[src/rtl/ps2_keycode_receiver.sv]
// PS/2 keyboard receiver: synchronises and filters the PS/2 lines, checks frames and
// decodes make codes into one-cycle pulses. Optional macro: PS2_REPEAT_SUPPRESS_EN.
module ps2_keycode_receiver #(
    parameter int unsigned FILTER_LEN     = 8,
    parameter int unsigned TIMEOUT_CYCLES = 100_000
) (
    input  logic       clk,
    input  logic       reset,
    input  logic       ps2_clk,
    input  logic       ps2_data,
    output logic [7:0] keyboard,
    output logic       key_valid,
    output logic       extended,
    output logic       frame_error
);

    localparam int unsigned FW = $clog2(FILTER_LEN + 1);
    localparam int unsigned TW = $clog2(TIMEOUT_CYCLES + 1);

    localparam logic [1:0] IDLE    = 2'd0;
    localparam logic [1:0] RECEIVE = 2'd1;
    localparam logic [1:0] CHECK   = 2'd2;

    logic [1:0]    clk_sync;
    logic [1:0]    data_sync;
    logic          clk_filt;
    logic          clk_filt_d;
    logic [FW-1:0] filt_cnt;
    logic          sample;
    logic          data_bit;

    logic [1:0]    state,    state_n;
    logic [3:0]    bit_cnt,  bit_cnt_n;
    logic [9:0]    shift,    shift_n;
    logic [TW-1:0] tmo_cnt,  tmo_cnt_n;
    logic          ext_flag, ext_flag_n;
    logic          brk_flag, brk_flag_n;
    logic [2:0]    skip_cnt, skip_cnt_n;
    logic [7:0]    keyboard_n;
    logic          key_valid_n;
    logic          extended_n;
    logic          frame_error_n;
    logic [7:0]    rx_code;
    logic          frame_ok;

    // Synchronisers idle high so reset never fabricates a falling edge.
    always_ff @(posedge clk) begin
        if (reset) begin
            clk_sync   <= 2'b11;
            data_sync  <= 2'b11;
            clk_filt   <= 1'b1;
            clk_filt_d <= 1'b1;
            filt_cnt   <= '0;
        end else begin
            clk_sync   <= {clk_sync[0], ps2_clk};
            data_sync  <= {data_sync[0], ps2_data};
            clk_filt_d <= clk_filt;
            if (clk_sync[1] != clk_filt) begin
                if (filt_cnt == FW'(FILTER_LEN - 1)) begin
                    clk_filt <= clk_sync[1];
                    filt_cnt <= '0;
                end else begin
                    filt_cnt <= filt_cnt + FW'(1);
                end
            end else begin
                filt_cnt <= '0;
            end
        end
    end

    assign sample   = clk_filt_d & ~clk_filt;
    assign data_bit = data_sync[1];
    assign rx_code  = shift[7:0];
    assign frame_ok = (^shift[8:0]) & shift[9];

`ifdef PS2_REPEAT_SUPPRESS_EN
    // {ext, code} of the last emitted make; 9'h000 marks it invalid (0x00 is never emitted).
    logic [8:0] last_key, last_key_n;

    always_ff @(posedge clk) begin
        if (reset) last_key <= '0;
        else       last_key <= last_key_n;
    end
`endif

    always_ff @(posedge clk) begin
        if (reset) begin
            state       <= IDLE;
            bit_cnt     <= '0;
            shift       <= '0;
            tmo_cnt     <= '0;
            ext_flag    <= 1'b0;
            brk_flag    <= 1'b0;
            skip_cnt    <= '0;
            keyboard    <= 8'h00;
            key_valid   <= 1'b0;
            extended    <= 1'b0;
            frame_error <= 1'b0;
        end else begin
            state       <= state_n;
            bit_cnt     <= bit_cnt_n;
            shift       <= shift_n;
            tmo_cnt     <= tmo_cnt_n;
            ext_flag    <= ext_flag_n;
            brk_flag    <= brk_flag_n;
            skip_cnt    <= skip_cnt_n;
            keyboard    <= keyboard_n;
            key_valid   <= key_valid_n;
            extended    <= extended_n;
            frame_error <= frame_error_n;
        end
    end

    // Frame FSM and scan-code decoder; tmo_cnt holds clocks since the last sample event.
    always_comb begin
        state_n       = state;
        bit_cnt_n     = bit_cnt;
        shift_n       = shift;
        tmo_cnt_n     = tmo_cnt;
        ext_flag_n    = ext_flag;
        brk_flag_n    = brk_flag;
        skip_cnt_n    = skip_cnt;
        keyboard_n    = 8'h00;
        key_valid_n   = 1'b0;
        extended_n    = 1'b0;
        frame_error_n = 1'b0;
`ifdef PS2_REPEAT_SUPPRESS_EN
        last_key_n    = last_key;
`endif
        case (state)
            IDLE: begin
                if (sample && !data_bit) begin
                    state_n   = RECEIVE;
                    bit_cnt_n = 4'd1;
                    tmo_cnt_n = TW'(1);
                end
            end
            RECEIVE: begin
                if (sample) begin
                    shift_n   = {data_bit, shift[9:1]};
                    bit_cnt_n = bit_cnt + 4'd1;
                    tmo_cnt_n = TW'(1);
                    if (bit_cnt == 4'd10) state_n = CHECK;
                end else if (tmo_cnt == TW'(TIMEOUT_CYCLES - 1)) begin
                    frame_error_n = 1'b1;
                    ext_flag_n    = 1'b0;
                    brk_flag_n    = 1'b0;
                    bit_cnt_n     = '0;
                    state_n       = IDLE;
                end else begin
                    tmo_cnt_n = tmo_cnt + TW'(1);
                end
            end
            CHECK: begin
                state_n   = IDLE;
                bit_cnt_n = '0;
                if (!frame_ok) begin
                    frame_error_n = 1'b1;
                    ext_flag_n    = 1'b0;
                    brk_flag_n    = 1'b0;
                end else if (skip_cnt != 3'd0) begin
                    skip_cnt_n = skip_cnt - 3'd1;
                end else begin
                    case (rx_code)
                        8'hE1: skip_cnt_n = 3'd7;
                        8'hE0: ext_flag_n = 1'b1;
                        8'hF0: brk_flag_n = 1'b1;
                        8'h00, 8'hAA, 8'hEE, 8'hFA, 8'hFE, 8'hFF: ;
                        default: begin
                            ext_flag_n = 1'b0;
                            if (brk_flag) begin
                                brk_flag_n = 1'b0;
`ifdef PS2_REPEAT_SUPPRESS_EN
                                if (last_key == {ext_flag, rx_code}) last_key_n = '0;
`endif
                            end else begin
`ifdef PS2_REPEAT_SUPPRESS_EN
                                if (last_key != {ext_flag, rx_code}) begin
                                    keyboard_n  = rx_code;
                                    key_valid_n = 1'b1;
                                    extended_n  = ext_flag;
                                    last_key_n  = {ext_flag, rx_code};
                                end
`else
                                keyboard_n  = rx_code;
                                key_valid_n = 1'b1;
                                extended_n  = ext_flag;
`endif
                            end
                        end
                    endcase
                end
            end
            default: state_n = IDLE;
        endcase
    end

endmodule

[config.mk]
export PLATFORM = sky130hd
export DESIGN_NAME = ps2_keycode_receiver
export DESIGN_NICKNAME = d
export VERILOG_FILES = /design/src/rtl/ps2_keycode_receiver.sv
export SDC_FILE = /design/constraint.sdc
export NUM_CORES = 1
export LEC_CHECK = 0
export ABC_AREA = 1
export CAP_MARGIN = 10
export CORE_MARGIN = 2
export CORE_UTILIZATION = 40
export DETAILED_ROUTE_END_ITERATION = 7
export SETUP_SLACK_MARGIN = 0.1
export SLEW_MARGIN = 20
export SYNTH_ARGS = -nofsm -noshare
export SYNTH_HDL_FRONTEND = slang
export SYNTH_SLANG_ARGS = --single-unit
[constraint.sdc]
create_clock -name clk -period 1.78 [get_ports clk]
set_input_delay 0.356 -clock clk [delete_from_list [all_inputs] [get_ports clk]]
set_output_delay 0.356 -clock clk [all_outputs]
set_load 0.03 [all_outputs]
==> Word level (Yosys, flattened, before mapping) <==
Cells that the tools add are included.
{ "word_totals": {"register_bits": 59, "out_inout_bits": 11} }
{ "classes": {"add_sub_neg": 4, "eq_ne": 23, "n_mux": 30, "n_bitwise": 6, "reduce_logical": 23} }
{ "op_table": {"columns": ["cell", "count"], "rows": [
  ["$eq 8x8->1 const B", 8],
  ["$mux 17", 3],
  ["$pmux 17 s2", 1],
  ["$ne 3x3->1 const B", 6],
  ["$add 17x1->17 const B", 1],
  ["$eq 17x17->1 const B", 1],
  ["$reduce_or 8->1", 2],
  ["$reduce_or 14->1", 1],
  ["$reduce_or 13->1", 1],
  ["$mux 4", 3],
  ["$pmux 4 s3", 1],
  ["$reduce_and 3->1", 4],
  ["$mux 1", 10],
  ["$pmux 1 s2", 5],
  ["$reduce_and 5->1", 2],
  ["$reduce_xor 9->1", 1],
  ["$add 4x1->4 const B", 2],
  ["$logic_not 8->1", 1],
  ["$mux 2", 4],
  ["$mux 3", 2],
  ["$ne 2x2->1 const B", 3],
  ["$reduce_bool 2->1", 3],
  ["$reduce_bool 3->1", 2],
  ["$eq 4x3->1 const B", 1],
  ["other kinds (13)", 18]
]} }

==> Logic depth before layout (Yosys ltp) <==
Gate-level depths: netlist of run 1.
{ "logic_depth": {"word_depth": 6, "mapped_depth": 13, "depth_no_buf": 13} }

==> Worst setup path after synthesis of run 1 <==
OpenSTA, ideal clock, no wires.
{ "synth_path": {"kind": "register to register", "startpoint": "register shift[5]", "endpoint": "register skip_cnt[2]", "arrival_time_ns": 1.577, "slack_ns": 0.065, "path_stages_with_launch": 14, "n_path_buf": 0, "synth_period_minus_slack_ns": 1.715, "path_cell_list": "dfxtp_1 -> inv_1 -> ha_1 -> inv_1 -> nand2_1 -> nand3_1 -> nand3_1 -> nand2_1 -> nor2_2 -> nand2_1 -> nor2_1 -> inv_1 -> nand2_1 -> a21oi_1"} }
{ "synth_between": {"elab_chain_len": 3, "elab_cells_between_ends": 5, "cone_classes": "eq/ne: 1; bitwise: 1; reduce/logical: 3"} }
{ "synth_rtl": {"columns": ["item", "line_no", "text"], "rows": [
  ["from (decl)", "34", "logic [9:0] shift, shift_n;"],
  ["from (signal assigned)", "102", "shift <= shift_n;"],
  ["$eq 8x8->1 or $reduce_xor 9->1 (tied branches)", "164, 74", null],
  ["$reduce_bool 2->1 (no source line) or $and 1x1->1 (tied branches)", null, null],
  ["$reduce_and 3->1 (no source line) *", null, null],
  ["to (signal assigned)", "106", "skip_cnt <= skip_cnt_n;"],
  ["to (decl)", "38", "logic [2:0] skip_cnt, skip_cnt_n;"]
]} }
Mark *: on every way between the ends. The rest lies on a longest branch, timed or not.
A chain may end at the register's enable or synchronous reset.

==> Worst setup path after layout of run 1 <==
{ "layout_path": {"startpoint": "register shift[7]", "endpoint": "register frame_error"} }
{ "layout_between": {"elab_chain_len": 4} }
{ "layout_rtl": {"columns": ["item", "line_no", "text"], "rows": [
  ["$reduce_xor 9->1", "74", "assign frame_ok = (^shift[8:0]) & shift[9];"],
  ["$and 1x1->1", "74", null],
  ["$mux 1", "157", "if (!frame_ok) begin"],
  ["$pmux 1 s2", "130", "case (state)"],
  ["to (signal assigned)", "110", "frame_error <= frame_error_n;"],
  ["to (decl)", "14", "output logic frame_error"]
]} }
Every way passes these cells.

==> results of run 1 <==
[critical path, delay by kind of cell (launching register included)]
family	cells	cell delay (ps)
AOI/OAI and AO/OA	2	300
and+or+nand+nor	4	420
DFF	1	340
buffers and inverters	4	340
adders and majority gates	1	290
[area by class of cell]
cell class | instances | share of cell area
Multi-Input combinational cell | 298 | 0.469
Clock buffer | 11 | 0.0343
Timing Repair Buffer | 60 | 0.124
Timing Repair inverter | 1 | 0.00170
Sequential cell | 59 | 0.273
Inverter | 58 | 0.0525
Tap cell | 102 | 0.0289
Clock inverter | 4 | 0.0167
[final timing paths]
| path | start | to | slack (ps) |
|---|---|---|---|
| min | data_sync[0] | data_sync[1] | 410 |
| max | shift[7] | frame_error | 40 |
| min reg2reg | data_sync[0] | data_sync[1] | 410 |
| max reg2reg | shift[7] | frame_error | 40 |
[what timing repair did]
item,CTS,global route
setup buffers,8,7
pin swaps,12,24
endpoints found under the setup margin,38,49
gates resized for setup,56,78
cloned,1,2
[sequential cells by signal (all words and copies together), names as in the netlist]
name / flops
tmo_cnt: 17
shift: 10
keyboard: 8
bit_cnt: 4
filt_cnt: 4
skip_cnt: 3
clk_sync: 2
data_sync: 2
state: 2
brk_flag: 1
clk_filt: 1
clk_filt_d: 1
ext_flag: 1
extended: 1
frame_error: 1
key_valid: 1
[logic make-up after synthesis]
family / after synthesis / synth area share
AOI/OAI and AO/OA: 62 / 0.116
xor gates and xnor gates: 2 / 0.00558
adders and majority gates: 23 / 0.0917
buffers and inverters: 65 / 0.0845
DFF: 59 / 0.376
and+or+nand+nor: 211 / 0.326
[power by group through the flow]
stage	combinational, mW	clock (mW)	sequential [mW]
finish	1.08	1.42	1.44
global route	1.16	1.50	1.44
CTS	0.806	1.43	1.42
detailed placement	0.768	0	1.44
global placement	0.756	0	1.44
floorplan	0.580	0	1.43
[routing by layer]
| layer | GRT usage | vias to the layer above | wire, um |
|---|---|---|---|
| met5 | 0 | - | 0 |
| met4 | 0.0448 | 0 | 104 |
| met3 | 0.0448 | 13 | 254 |
| met2 | 0.271 | 65 | 3530 |
| met1 | 0.253 | 1299 | 3880 |
| li1 | - | 1496 | - |
[layout by cell type (no fill, tap or decap), types with 2 or more instances in the layout]
master / synthesis / routed
inv_2: 6 / 19
dfxtp_1: 59 / 45
a21oi_1: 23 / 18
clkinv_2: 2 / 2
nor4_4: 1 / 2
bufinv_16: 0 / 2
xor2_1: 2 / 2
nand3_2: 3 / 16
a211oi_1: 2 / 2
nand3_1: 29 / 15
nor2_2: 4 / 3
dlymetal6s2s_1: 0 / 5
dfxtp_2: 0 / 11
buf_4: 0 / 41
inv_1: 49 / 34
o21ai_2: 0 / 2
nor4_1: 5 / 4
dlygate4sd2_1: 0 / 6
nor2_4: 2 / 16
dfxtp_4: 0 / 3
ha_4: 0 / 7
clkbuf_16: 0 / 2
a21oi_2: 5 / 9
ha_2: 0 / 4
clkdlybuf4s50_1: 0 / 3
o21ai_1: 6 / 9
nand2_4: 2 / 2
nor3_1: 6 / 6
or2_2: 6 / 6
ha_1: 23 / 12
o21ai_0: 21 / 16
nor2_1: 58 / 45
buf_6: 2 / 2
nand2_2: 2 / 10
nand4_1: 4 / 4
inv_4: 0 / 2
nand2_1: 80 / 71
clkbuf_8: 0 / 11
[metrics by stage]
step | hold WS, ps | TNS (ps) | power [mW] | worst slack, ps
2_1_floorplan | 389 | 0 | 2.01 | 103
3_3_place_gp | 393 | 0 | 2.20 | 41.9
3_5_place_dp | 396 | -170 | 2.21 | -28.9
4_1_cts | 411 | 0 | 3.66 | 72.0
5_1_grt | 441 | -444 | 4.11 | -51.4
6_report | 410 | 0 | 3.93 | 41.8
==> impl_metrics.csv, run 1 <==
group,metric,value,unit
drt,wl_per_cell,13.1,um
sta,rsz0062_at_grt,"true",
cells_and_area,drive_gt1_frac,0.381,
critical_path,required,2050,ps
clock_tree,cts_tree,"yes",
global_routing,grt_first_pass_wirelength,12200,um
synth,synth_cell_type_count,40,
cells_and_area,fillers,669,
floorplanning,dieArea,0.00857,mm^2
critical_path,r2r_cells,11,
cells_and_area,fin_cells,593,
critical_path,worstSetupStartpointType,"flip-flop",
cells_and_area,stdcell_area,0.00441,mm^2
cells_and_area,final_util,0.577,
critical_path,cp.arrival,2010,ps
synth,synth_top_area_share,0.376,
synth,synthMostInstantiatedCell,"nand2_1",
worst_hold_path,hold_class,"flip-flop to flip-flop",
synth,ys_top_cells_by_area,"dfxtp_1 (38%), nand2_1 (9.6%), ha_1 (9.2%)",
power_and_ir_drop,internal-power,2.71,mW
sta,fin_crit,1740,ps
clock_tree,cts_buffers,9,
job,drv_cap,0,
cells_and_area,fin_nets,514,
synth,async_reset_ff_frac,0,
cells_and_area,multi_input_area,0.00207,mm^2
synth,syn_inst,422,
power_and_ir_drop,pwr-share-seq,0.365,
synth,synth_top_cell_by_area,"dfxtp_1",
power_and_ir_drop,switching_share,0.311,
global_routing,grt_overflow_total,0,
synth,synth_flop_cell,"dfxtp_1",
sta,post-route-period-util,0.977,
placed_design,dp_hpwl,5000,um
power_and_ir_drop,p_leak,1.82,nW
floorplanning,io_pins,15,
clock_tree,cts_htree_levels,3,
synth,syn-num-nets,449,
cells_and_area,n_antenna_cell,0,
clock_tree,cts.sinks,59,
sta,relSlewSlack,0.765,
critical_path,path_cells,"inv_2, ha_4, inv_4, nand2_2, nand3_2, a21oi_2, nor2_4, buf_6, buf_4, o21ai_2, and3_1",
clock_tree,holdBufCountCts,0,
synth,avgSynthCellArea,7.44,um^2
power_and_ir_drop,ir_drop,0.631,mV
clock_tree,clockBufferDepth,2,
drt,vias,2873,
clock_tree,clkTransAtPathRegs,70,ps
drt,drc,0,
synth,seq_area_frac_synth,0.376,
placed_design,place_congestion,0.861,
cells_and_area,area_delta_synth_final,40.5,%
global_routing,antenna_found_initial,0,
critical_path,worst-setup-path-type,"flip-flop to flip-flop",
synth,synth-edff-count,0,
cells_and_area,register_area,0.00121,mm^2
critical_path,worstSetupEndpointType,"flip-flop",
sta,hold_violations,0,
synth,ys_warn_count,0,
drt,drt-total-wl,7760,um
power_and_ir_drop,power_switching,1.22,mW
placed_design,io_buffers,14,
worst_hold_path,hold_depth,1,
floorplanning,die_w,92.6,um
floorplanning,rows,32,
critical_path,max_stage_delay,340,ps
sta,finalMaxSlewViolations,0,
power_and_ir_drop,combinationalPowerShare,0.275,
floorplanning,die_h,92.6,um
outcome,status,"complete, no violations",
sta,fmax,0.575,GHz
critical_path,worstPathMaxFanout,3,
global_routing,grt_usage,0.178,
drt,vias_per_cell,4.84,
synth,ys_ff_latch,59,
drt,ant_nets,0,
drt,firstDrtPassIters,4,
drt,drt_iter0_markers,155,
sta,fin_worst_skew,11.1,ps
floorplanning,initial_core_util,0.411,
floorplanning,core,0.00765,mm^2
clock_tree,clockRootBuffer,"clkbuf_8",
global_routing,grt_max_degree,19,
clock_tree,clock_latency,340,ps
critical_path,slowest_stage,"dfxtp_2",
placed_design,placed_area,0.00359,mm^2
power_and_ir_drop,power_density,892,mW/mm^2
global_routing,grt_pass1_vias,2630,
sta,finalSetupViolations,0,
sta,worstMarginPinSlew,350,ps
placed_design,placedCellCount,560,
synth,syn_area,0.00314,mm^2
synth,synth_common_cells,"nand2_1 (80), dfxtp_1 (59), nor2_1 (58)",
power_and_ir_drop,power_frac_clock,0.360,
(Power assumes the default switching activity.)
==> run 2, diff against run 1 <==
CAP_MARGIN = default   (was 10)
==> results of run 2 <==
Same layout as run 1: the final DEF is identical, and so are final timing and power.
